<file path="src/rtl/rotary_decoder.sv">
// Quadrature rotary encoder decoder: 2-FF synchronisers, per-channel debounce,
// step decode to one-cycle inc/dec pulses. Define ROTARY_DETENT_EN for one pulse per detent.
`timescale 1ns/1ps
module rotary_decoder #(
  parameter int unsigned DEBOUNCE_TIME = 1000
) (
  input  logic clk,
  input  logic rst,
  input  logic enc_a,
  input  logic enc_b,
  output logic inc_pulse,
  output logic dec_pulse
);

  localparam int unsigned CNT_W   = $clog2(DEBOUNCE_TIME + 1);
  localparam int unsigned PRIME_W = $clog2(DEBOUNCE_TIME + 3);
  localparam logic [CNT_W-1:0]   CNT_LAST   = CNT_W'(DEBOUNCE_TIME - 1);
  localparam logic [PRIME_W-1:0] PRIME_LAST = PRIME_W'(DEBOUNCE_TIME + 1);

  typedef enum logic {PRIMING, RUNNING} phase_t;

  phase_t             phase, phase_next;
  logic [PRIME_W-1:0] prime_cnt, prime_cnt_next;
  logic               a_meta, a_sync, b_meta, b_sync;
  logic               deb_a, deb_b, deb_a_next, deb_b_next;
  logic [CNT_W-1:0]   cnt_a, cnt_b, cnt_a_next, cnt_b_next;
  logic [1:0]         prev_ab, prev_ab_next, cur_ab;
  logic               step_cw, step_ccw;
  logic               inc_next, dec_next;
`ifdef ROTARY_DETENT_EN
  logic signed [2:0]  acc, acc_next;
  logic [3:0]         delta, sum;
`endif

  always_ff @(posedge clk) begin
    if (rst) begin
      a_meta <= 1'b0;
      a_sync <= 1'b0;
      b_meta <= 1'b0;
      b_sync <= 1'b0;
    end else begin
      a_meta <= enc_a;
      a_sync <= a_meta;
      b_meta <= enc_b;
      b_sync <= b_meta;
    end
  end

  assign cur_ab = {deb_a, deb_b};

  always_comb begin
    step_cw  = 1'b0;
    step_ccw = 1'b0;
    case ({prev_ab, cur_ab})
      4'b00_10, 4'b10_11, 4'b11_01, 4'b01_00: step_cw  = 1'b1;
      4'b00_01, 4'b01_11, 4'b11_10, 4'b10_00: step_ccw = 1'b1;
      default: ;
    endcase
  end

  always_comb begin
    phase_next     = phase;
    prime_cnt_next = prime_cnt;
    deb_a_next     = deb_a;
    deb_b_next     = deb_b;
    cnt_a_next     = cnt_a;
    cnt_b_next     = cnt_b;
    prev_ab_next   = cur_ab;
    inc_next       = 1'b0;
    dec_next       = 1'b0;
`ifdef ROTARY_DETENT_EN
    acc_next       = acc;
    delta          = step_cw ? 4'b0001 : (step_ccw ? 4'b1111 : 4'b0000);
    sum            = {acc[2], acc} + delta;
`endif
    case (phase)
      PRIMING: begin
        // Follow the inputs directly so a resting non-00 position is adopted silently.
        deb_a_next   = a_sync;
        deb_b_next   = b_sync;
        cnt_a_next   = '0;
        cnt_b_next   = '0;
        prev_ab_next = {a_sync, b_sync};
`ifdef ROTARY_DETENT_EN
        acc_next     = '0;
`endif
        if (prime_cnt == PRIME_LAST) begin
          phase_next = RUNNING;
        end else begin
          prime_cnt_next = prime_cnt + PRIME_W'(1);
        end
      end
      RUNNING: begin
        if (a_sync == deb_a) begin
          cnt_a_next = '0;
        end else if (cnt_a == CNT_LAST) begin
          deb_a_next = a_sync;
          cnt_a_next = '0;
        end else begin
          cnt_a_next = cnt_a + CNT_W'(1);
        end

        if (b_sync == deb_b) begin
          cnt_b_next = '0;
        end else if (cnt_b == CNT_LAST) begin
          deb_b_next = b_sync;
          cnt_b_next = '0;
        end else begin
          cnt_b_next = cnt_b + CNT_W'(1);
        end

`ifdef ROTARY_DETENT_EN
        // Sum is one bit wider so the completing +/-4 step is visible before wrap.
        if (cur_ab == 2'b00 && prev_ab != 2'b00) begin
          inc_next = (sum == 4'b0100);
          dec_next = (sum == 4'b1100);
          acc_next = '0;
        end else begin
          acc_next = signed'(sum[2:0]);
        end
`else
        inc_next = step_cw;
        dec_next = step_ccw;
`endif
      end
      default: phase_next = PRIMING;
    endcase
  end

  always_ff @(posedge clk) begin
    if (rst) begin
      phase     <= PRIMING;
      prime_cnt <= '0;
      deb_a     <= 1'b0;
      deb_b     <= 1'b0;
      cnt_a     <= '0;
      cnt_b     <= '0;
      prev_ab   <= '0;
      inc_pulse <= 1'b0;
      dec_pulse <= 1'b0;
`ifdef ROTARY_DETENT_EN
      acc       <= '0;
`endif
    end else begin
      phase     <= phase_next;
      prime_cnt <= prime_cnt_next;
      deb_a     <= deb_a_next;
      deb_b     <= deb_b_next;
      cnt_a     <= cnt_a_next;
      cnt_b     <= cnt_b_next;
      prev_ab   <= prev_ab_next;
      inc_pulse <= inc_next;
      dec_pulse <= dec_next;
`ifdef ROTARY_DETENT_EN
      acc       <= acc_next;
`endif
    end
  end

endmodule

</file>
<file path="config.mk">
export PLATFORM = sky130hd
export DESIGN_NAME = rotary_decoder
export DESIGN_NICKNAME = d
export VERILOG_FILES = /design/src/rtl/rotary_decoder.sv
export SDC_FILE = /design/constraint.sdc
export NUM_CORES = 1
export LEC_CHECK = 0
export ABC_AREA = 1
export ABC_CLOCK_PERIOD_IN_PS = 1300
export CAP_MARGIN = 20
export CORE_MARGIN = 5
export CORE_UTILIZATION = 50
export DETAILED_ROUTE_END_ITERATION = 7
export PLACE_DENSITY = 0.7
export SLEW_MARGIN = 0
export SYNTH_ARGS = -nofsm -noshare
export SYNTH_HDL_FRONTEND = slang
export SYNTH_SLANG_ARGS = --single-unit
</file>
<file path="constraint.sdc">
create_clock -name clk -period 1.3 [get_ports clk]
set_input_delay 0.13 -clock clk [delete_from_list [all_inputs] [get_ports clk]]
set_output_delay 0.13 -clock clk [all_outputs]
set_load 0.02 [all_outputs]
</file>
# Word-level counts from Yosys, hierarchy flattened
# Cells that the tools add are included.
[word_totals]
regBits = 41
output_inout_bits = 2
word_cells = 58
in_bits = 4
[classes]
eq_ne = 17
addsub = 3
bitwise = 2
reduce_logical = 6
muxes = 17
[op_table]
columns = ["op", "count"]
rows = [
  ["10-bit two-way mux", 4],
  ["10-bit case mux with 2 select lines", 2],
  ["10-bit by 1-bit adder with 10-bit output, second input constant", 3],
  ["10-bit equality test, second input constant", 3],
  ["4-bit equality test, second input constant", 4],
  ["4-bit by 3-bit equality test with 1-bit output, second input constant", 2],
  ["1-bit two-way mux", 8],
  ["4-bit OR reduction", 2],
  ["2-bit AND reduction", 3],
  ["4-bit by 1-bit equality test with 1-bit output, second input constant", 1],
  ["4-bit by 2-bit equality test with 1-bit output, second input constant", 1],
  ["2-bit by 1-bit inequality test with 1-bit output, second input constant", 2],
  ["2-bit inequality test, second input constant", 2],
  ["1-bit case mux with 2 select lines", 2],
  ["1-bit equality test", 2],
  ["2-bit two-way mux", 1],
  ["1-bit inverter", 2],
  ["2-bit OR reduction", 1],
]

# Longest topological paths before layout
# Gate-level depths: netlist of the first run.
[logic_depth]
ltp_word = 4
ltp_mapped = 10

# Least setup slack after synthesis of the first run
# No wires, ideal clock.
[synth_timing]
path_type = "flip-flop to flip-flop"
startpoint = "register prime_cnt[0]"
endpoint = "register prime_cnt[5]"
required_time_ns = 1.168
path_buffers = 0
path_slack_ns = 0.062
period_less_slack_ns = 1.238
stages_incl_launch_ff = 9
setup_time_ns = 0.132
arrival_time_ns = 1.106
cell_sequence = "dfxtp_1 -> ha_1 -> nand2_1 -> nor2_1 -> nand3_4 -> nand2_4 -> inv_4 -> nand2_1 -> a21oi_1"
[synth_via]
elab_chain_cells = 3
word_cells_on_any_way = 4
classes_between = "add/sub: 1; eq/ne: 1; bitwise: 1; reduce/logical: 1"
[synth_lines]
columns = ["item", "line_no", "source"]
rows = [
  ["from (decl)", "23", "logic [PRIME_W-1:0] prime_cnt, prime_cnt_next;"],
  ["from (signal assigned)", "146", "prime_cnt <= prime_cnt_next;"],
  ["parallel branches: the longest is 3 deep, another holds 10-bit by 1-bit adder with 10-bit output", "n/a", ""],
]
# Several ways; the timed one is not identified.
# A chain may end at the register's enable or synchronous reset.

# Worst setup path after layout of the first run
[layout_timing]
startpoint = "register prime_cnt[1]"
endpoint = "register prime_cnt[4]"
# The elaborated chain is that of the path after synthesis.

==> results by group, run 1 <==
Global route
  • Total grt overflow: 0
  • Total track usage: 0.1425
  • Vias in the first global route: 1390
  • Largest net degree at the start of global routing: 12
  • Initial antenna violation count: 0
  • Global-route wire length before repair: 5789 um

Synthesis
  • Compound-Gate Fraction of Synth Area: 0.04530
  • Post-synthesis average cell area: 7.492 sq um
  • Cell count after synthesis: 247
  • Top area cells in the synthesized netlist: dfxtp_1 (44%), nand2_1 (10%), nor2_1 (9.5%)
  • FF+latch count, synth: 41
  • Post-synth top area share: 0.4435
  • Main combinational cell family by area after synthesis: simple AND/OR/NAND/NOR gates
  • Yosys top cell by area: dfxtp_1
  • Post-Syn Nets: 255
  • Post-Synth Simple-Gate Area: 0.3354
  • Synthesized area: 0.001851 sq mm
  • Post-synthesis xor/xnor area fraction: 0.08046
  • Count leader, synth: nand2_1
  • Number of synthesized flops with an enable pin: 0
  • Synth Area in Adders: 0.02705
  • Post-synthesis mux area share: 0
  • Sequential area share after synthesis: 0.4435
  • Post-synth top cells: nand2_1 (51), nor2_1 (47), dfxtp_1 (41)
  • Yosys cell types: 28
  • Synth Warn #: 0
  • Async SR Flop Fraction: 0
  • Post-synth top flop: dfxtp_1

Floorplanning
  • Core area: 0.003633 sq mm
  • Die area: 0.005018 sq mm
  • Horiz. Die Dim: 70.84 um
  • Io pins: 6
  • Core Rows: 22
  • Chip Height: 70.84 um
  • Initial core utilization: 0.5093

Finish
  • Register area: 834.6 sq um
  • N_diodes: 0
  • Share of cells above drive strength 1: 0.2500
  • Fill count: 317
  • P&R area growth vs syn: 27.79%
  • Area of the multi-input gates: 0.001074 sq mm
  • Fin nets: 284
  • Finished Core Util: 0.6508

CTS
  • Clock Path Buffers: 2
  • Clk_lat worst skew: 290 ps
  • CTS clk-pin slew, worst paths: 70 ps
  • TritonCTS Buffers: 5
  • CTS tree: yes
  • Clk sinks: 41
  • H-tree levels: 2
  • Post-CTS Hold Buffers: 0
  • Root Driver: clkbuf_8

Worst setup path
  • Req. time, crit path: 1530 ps
  • RR Endpoint: prime_cnt[4]
  • CP cell instances: buf_4, ha_2, buf_4, nand3_1, xnor2_1, nand2_1, a21oi_2
  • Data arrival, critical path: 1560 ps
  • Worst setup SP type: flip-flop
  • Most common cell on crit path: buf_4
  • Crit. End Element: flip-flop
  • Crit Path Category: reg2reg
  • Worst path slowest cell: dfxtp_4
  • Worst reg2reg setup slack: -40 ps
  • Critical path peak fanout: 3
  • Max stage delay on crit path: 360 ps
  • Worst R2R Start: prime_cnt[1]
  • Worst Reg-to-Reg Cells: 7

Flow run
  • Max-cap violations: 0

Detailed routing
  • Iter 0 DRT Violations: 59
  • Drt first pass iters: 4
  • Via density: 4.793
  • Total number of vias: 1553
  • Post-route ant nets: 0
  • Avg WL per Cell: 10.79 um
  • Residual DRC: 0
  • Final wirelength: 3496 um

Placed design
  • RD Place Congestion: 0.8730
  • DP HPWL: 2275 um
  • PortBufs: 5
  • Setup Slack @ Placement: -78.24 ps

Timing
  • Worst Tran Pin Value: 350.4 ps
  • Minimum clock period: 1338 ps
  • Worst Clk Skew: 2.675 ps
  • RSZ-0062 raised after global routing: true
  • Hold Vio Cnt, Final: 0
  • Fin. max-slew vios: 0
  • Final setup margin: -38.46 ps
  • Fmax: 747.1 MHz
  • Setup TNS: -38.46 ps
  • Slew HR: 0.7656
  • Period utilization: 1.030
  • Final setup viols: 1

Outcome
  • Failing checks: setup timing
  • Status: finished, violations left

Power
  • Leak: 0.9239 nW
  • PD cells: 935.1 mW/mm^2
  • Max VDD drop: 0.0005482 V

Min path
  • Worst hold start: enc_a
  • Hold EP: a_meta
  • Hold Path Class: in2reg
  • Hold path depth: 3
## power by group
part / switching (mW) / leakage, nW / internal, mW
Combinational: 0.0480 / 0.543 / 0.0536
Sequential: 0.0169 / 0.336 / 1.27
Clock: 0.398 / 0.0443 / 0.421
## worst max-delay path, delay by kind of cell, from the launching register on
kind | cells | cell delay [ps]
DFF | 1 | 360
xor gates and xnor gates | 1 | 210
buffers and inverters | 2 | 220
AOI/OAI and AO/OA | 1 | 110
and+or+nand+nor | 2 | 200
adders and majority gates | 1 | 180
## metal layers
layer | wire length, um | vias up | global-route usage
met5 | 0 | - | 0
met1 | 1630 | 702 | 0.1767
li1 | - | 831 | -
met4 | 64 | 0 | 0.06681
met2 | 1698 | 14 | 0.2225
met3 | 103 | 6 | 0.04830
## flip-flops by register name, indices dropped and copies added, names as in the netlist
register   cells
deb_b          1
b_sync         1
inc_pulse      1
b_meta         1
prime_cnt     10
prev_ab        2
cnt_a         10
a_meta         1
dec_pulse      1
phase          1
cnt_b         10
deb_a          1
a_sync         1
## final cells by class
| class | count | share of cell area |
|---|---|---|
| Clock buffer | 7 | 0.03651 |
| Inverter | 32 | 0.05397 |
| Multi-Input combinational cell | 174 | 0.4540 |
| Sequential cell | 41 | 0.3529 |
| Tap cell | 48 | 0.02540 |
| Timing Repair Buffer | 22 | 0.07725 |
## worst max path at each step
stage                       startpoint      endpoint  slack [ps]
after floorplan           prime_cnt[0]  prime_cnt[5]          60
after global placement             rst      cnt_b[6]         -20
after detailed placement           rst      cnt_b[4]         -80
after CTS                 prime_cnt[1]  prime_cnt[0]          -7
after global routing      prime_cnt[1]  prime_cnt[4]        -130
final                     prime_cnt[1]  prime_cnt[4]         -40
## cells in the final DEF (no fill, tap or decap), drive strengths merged
cell           synthesis  final
dfxtp                 41     41
dlygate4sd2            0      2
o21ai                  5      5
xor2                  12     12
nand3b                 3      3
nand3                 13     14
xnor2                  5      5
and3                   1      1
clkdlybuf4s50          0      3
inv                   29     29
clkinv                 3      3
clkbuf                 1      7
buf                    0     17
nor3b                  1      1
nand2                 53     53
or2                    1      1
nand4                  5      5
ha                     4      4
nor2                  50     50
nor3                   9      9
a21oi                 11     11
## metrics by stage
stage               instances  instance area [sq um]  hold WS (ps)  power [mW]
floorplan                 247                   1851         199.1       1.357
global placement          313                   2062         392.4       1.392
detailed placement        313                   2062         395.4       1.393
CTS                       320                   2163         346.2       2.223
global route              324                   2365         369.8       2.296
finish                    324                   2365         351.8       2.211
## kinds of logic (layout without fill, tap and decap cells)
family | after synthesis | count (layout)
AO/OA/AOI/OAI | 16 | 16
XOR/XNOR | 17 | 17
adder cells (fa/ha/maj) | 4 | 4
buffers and inverters | 33 | 61
flip-flops | 41 | 41
AND/OR/NAND/NOR | 136 | 137
## what timing repair did
| action | CTS | global route |
|---|---|---|
| cloned | 0 | 1 |
| gates resized for setup | 7 | 44 |
| pin swaps | 0 | 15 |
| buffers inserted | 0 | 3 |
| endpoints found under the setup margin | 11 | 27 |
No activity file was read; power rests on OpenSTA's default activity.
==> inputs of run 2 (changes only) <==
- CELL_PAD_IN_SITES_DETAIL_PLACEMENT: default -> 0
- CELL_PAD_IN_SITES_GLOBAL_PLACEMENT: default -> 1
- CORE_UTILIZATION: 50 -> 40
- PLACE_DENSITY: 0.7 -> default
- PLACE_DENSITY_LB_ADDON: default -> 0.1
- SLEW_MARGIN: 0 -> 25
==> run 2 against run 1 <==
- largest cell class unchanged
- critical endpoint is now prime_cnt[1]
- flip-flop and latch count unchanged
- clock skew rose by 5.6 ps
- hold slack improved by 2.3 ps
- largest power group unchanged
- global-route usage shrank 2.6 points
- the run now ends clean
==> results by group, run 2 (synthesis gave the netlist of run 1 again) <==
Timing
  • Fmax: 781.5 MHz (+4.6%)
  • RSZ-0062 raised after global routing: true
  • Final setup viols: 0 (-1)
  • Minimum clock period: 1280 ps (-58.90 ps)
  • Fin. max-slew vios: 0 (unchanged)
  • Period utilization: 0.9843 (-0.04531)
  • Setup TNS: 0 ps (+38.46 ps)
  • Worst Clk Skew: 8.306 ps (+5.631 ps)
  • Final setup margin: 20.43 ps (+58.90 ps)
  • Worst Tran Pin Value: 292.7 ps (-57.77 ps)
  • Slew HR: 0.8047 (+0.03910)
  • Hold Vio Cnt, Final: 0 (unchanged)

Worst setup path
  • Worst path bufs/invs: 1 (-1)
  • Worst setup SP type: flip-flop
  • CP cell instances: ha_4, nand2_2, nor2_4, nand3_4, nand2_8, inv_8, nand2_2, nand2_1, nor2_1
  • Max stage delay on crit path: 400 ps (+40 ps)
  • Cell family with most CP delay: simple AND/OR/NAND/NOR gates
  • Most common cell on crit path: nand2_2
  • Worst path slowest cell: dfxtp_4
  • Data arrival, critical path: 1500 ps (-60 ps)
  • Critical path peak fanout: 9 (+6)
  • Req. time, crit path: 1520 ps (about the same)
  • Crit. End Element: flip-flop
  • Crit Path Category: reg2reg

Detailed routing
  • Iter 0 DRT Violations: 46 (-22%)
  • Via density: 4.663 (-2.7%)
  • Avg WL per Cell: 10.72 um (-0.60%)
  • Post-route ant nets: 0 (unchanged)
  • Total number of vias: 1576 (+1.5%)
  • Residual DRC: 0 (unchanged)
  • Final wirelength: 3625 um (+3.7%)
  • Drt first pass iters: 4 (unchanged)

Power
  • PD cells: 898.9 mW/mm^2 (-3.9%)
  • Max VDD drop: 0.0009232 V (+68%)
  • Leak: 0.9967 nW (+7.9%)

Global route
  • GR Util met1: 0.1582 (-0.01857)
  • Total track usage: 0.1168 (-0.02569)
  • Busiest grt layer: met2
  • Initial antenna violation count: 0 (unchanged)
  • Met3 Usage GRT: 0.03776 (-0.01054)
  • Vias in the first global route: 1422 (+2.3%)
  • Met2 Use GR: 0.1753 (-0.04716)
  • Global-route wire length before repair: 5899 um (+1.9%)
  • Largest net degree at the start of global routing: 14 (+2)
  • Total grt overflow: 0 (unchanged)

Min path
  • Hold Path Class: in2reg

Outcome
  • Status: complete, no violations

Finish
  • Final instance area: 0.002454 sq mm (+3.8%)
  • Most frequent cells in the layout: nand2_1 (46), nor2_1 (43), dfxtp_1 (32), inv_1 (25), buf_4 (23)
  • N_diodes: 0 (unchanged)
  • P&R area growth vs syn: 32.59%
  • Most common cell after layout, fill and taps aside: nand2_1
  • Finished Core Util: 0.5558 (-0.09499)
  • Top Registers: cnt_a: 10 flops, cnt_b: 10 flops, prime_cnt: 10 flops
  • Fill count: 435 (+37%)
  • Share of cells above drive strength 1: 0.2902 (+0.04021)
  • Final std cells w/o fill: 338 (+4.3%)
  • Fin nets: 293 (+3.2%)

CTS
  • Clk_lat worst skew: 290 ps (about the same)
  • Root Driver: clkbuf_8
  • Clock Path Buffers: 2 (unchanged)
  • CTS tree: yes
  • CTS clk-pin slew, worst paths: 80 ps (about the same)
  • H-tree levels: 2 (unchanged)
  • Clk sinks: 41 (unchanged)
  • TritonCTS Buffers: 5 (unchanged)

Placed design
  • Dpl cells: 327 (+4.5%)
  • DP HPWL: 2504 um (+10%)
  • Setup Slack @ Placement: -71.47 ps (+6.770 ps)
  • PortBufs: 5 (unchanged)
  • Cell Area, Placed: 0.002142 sq mm (+3.9%)
  • RD Place Congestion: 0.7251 (-17%)

Floorplanning
  • Core area: 0.004414 sq mm (+21%)
  • Die area: 0.006086 sq mm (+21%)
  • Horiz. Die Dim: 78.02 um (+10%)
  • Initial core utilization: 0.4192 (-0.09008)
  • Io pins: 6 (unchanged)
  • Chip Height: 78.02 um (+10%)
  • Core Rows: 24 (+9.1%)

Flow run
  • Max-cap violations: 0 (unchanged)
## run 2: changes by cell type in the layout (fill, tap and decap cells not counted), sizes merged
cell      previous run  this run
clkinv               3         5
buf                 17        26
clkinvlp             0         1
clkbuf               7         5
## run 2: final cells by class
class                           count  area (sq um)  share of cell area
Clock buffer                        5         68.82             0.02805
Timing Repair Buffer               31         254.0              0.1035
Clock inverter                      3         17.52            0.007139
Inverter                           32         127.6             0.05201
Multi-Input combinational cell    174          1086              0.4426
Sequential cell                    41         834.6              0.3401
Tap cell                           52         65.06             0.02652
## run 2: worst reg2reg max path: cells and delay by family, from the launching register on
kind	cells	cell delay (ps)
buf+inv	1	50
flops	1	400
fa+ha+maj	1	140
simple gates	7	620
## run 2: through the flow
stage / hold slack, ps / power (mW)
after floorplan: 199.1 / 1.357
after global placement: 402.1 / 1.401
after detailed placement: 402.5 / 1.399
after CTS: 343.4 / 2.220
after global routing: 343.7 / 2.317
final: 354.1 / 2.205
## run 2: repair_timing
action / 4_1_cts / 5_1_grt
buffers inserted: 0 / 2
gates resized for setup: 6 / 50
pin swaps: 0 / 13
gates cloned: 0 / 1
hold buffers: 0 / 0
endpoints found under the setup margin: 11 / 32
hold endpoints to repair: 0 / 0
## run 2: final timing paths
check	to	slack [ps]	from	depth (start not counted)
worst max-delay path	prime_cnt[1]	20	prime_cnt[0]	9
worst max register to register	prime_cnt[1]	20	prime_cnt[0]	9
worst min-delay path	b_meta	350	enc_b	3
worst min register to register	b_sync	410	b_meta	2
## run 2: per-layer routing
layer,wire (um),vias up
li1,-,855
met4,46,0
met2,1626,12
met3,103,5
met1,1848,704
met5,0,-
## run 2: where the power goes
part           leakage, nW  switching, mW  internal, mW
clock               0.0439          0.430         0.370
sequential           0.336         0.0206          1.27
combinational        0.616         0.0511        0.0602
==> inputs of run 3 (changes only) <==
- CTS_CLUSTER_SIZE: default -> 8
- HOLD_SLACK_MARGIN: default -> 0.06
==> results of run 3 <==
Same layout as run 2: the final DEF is identical, and so are final timing and power.
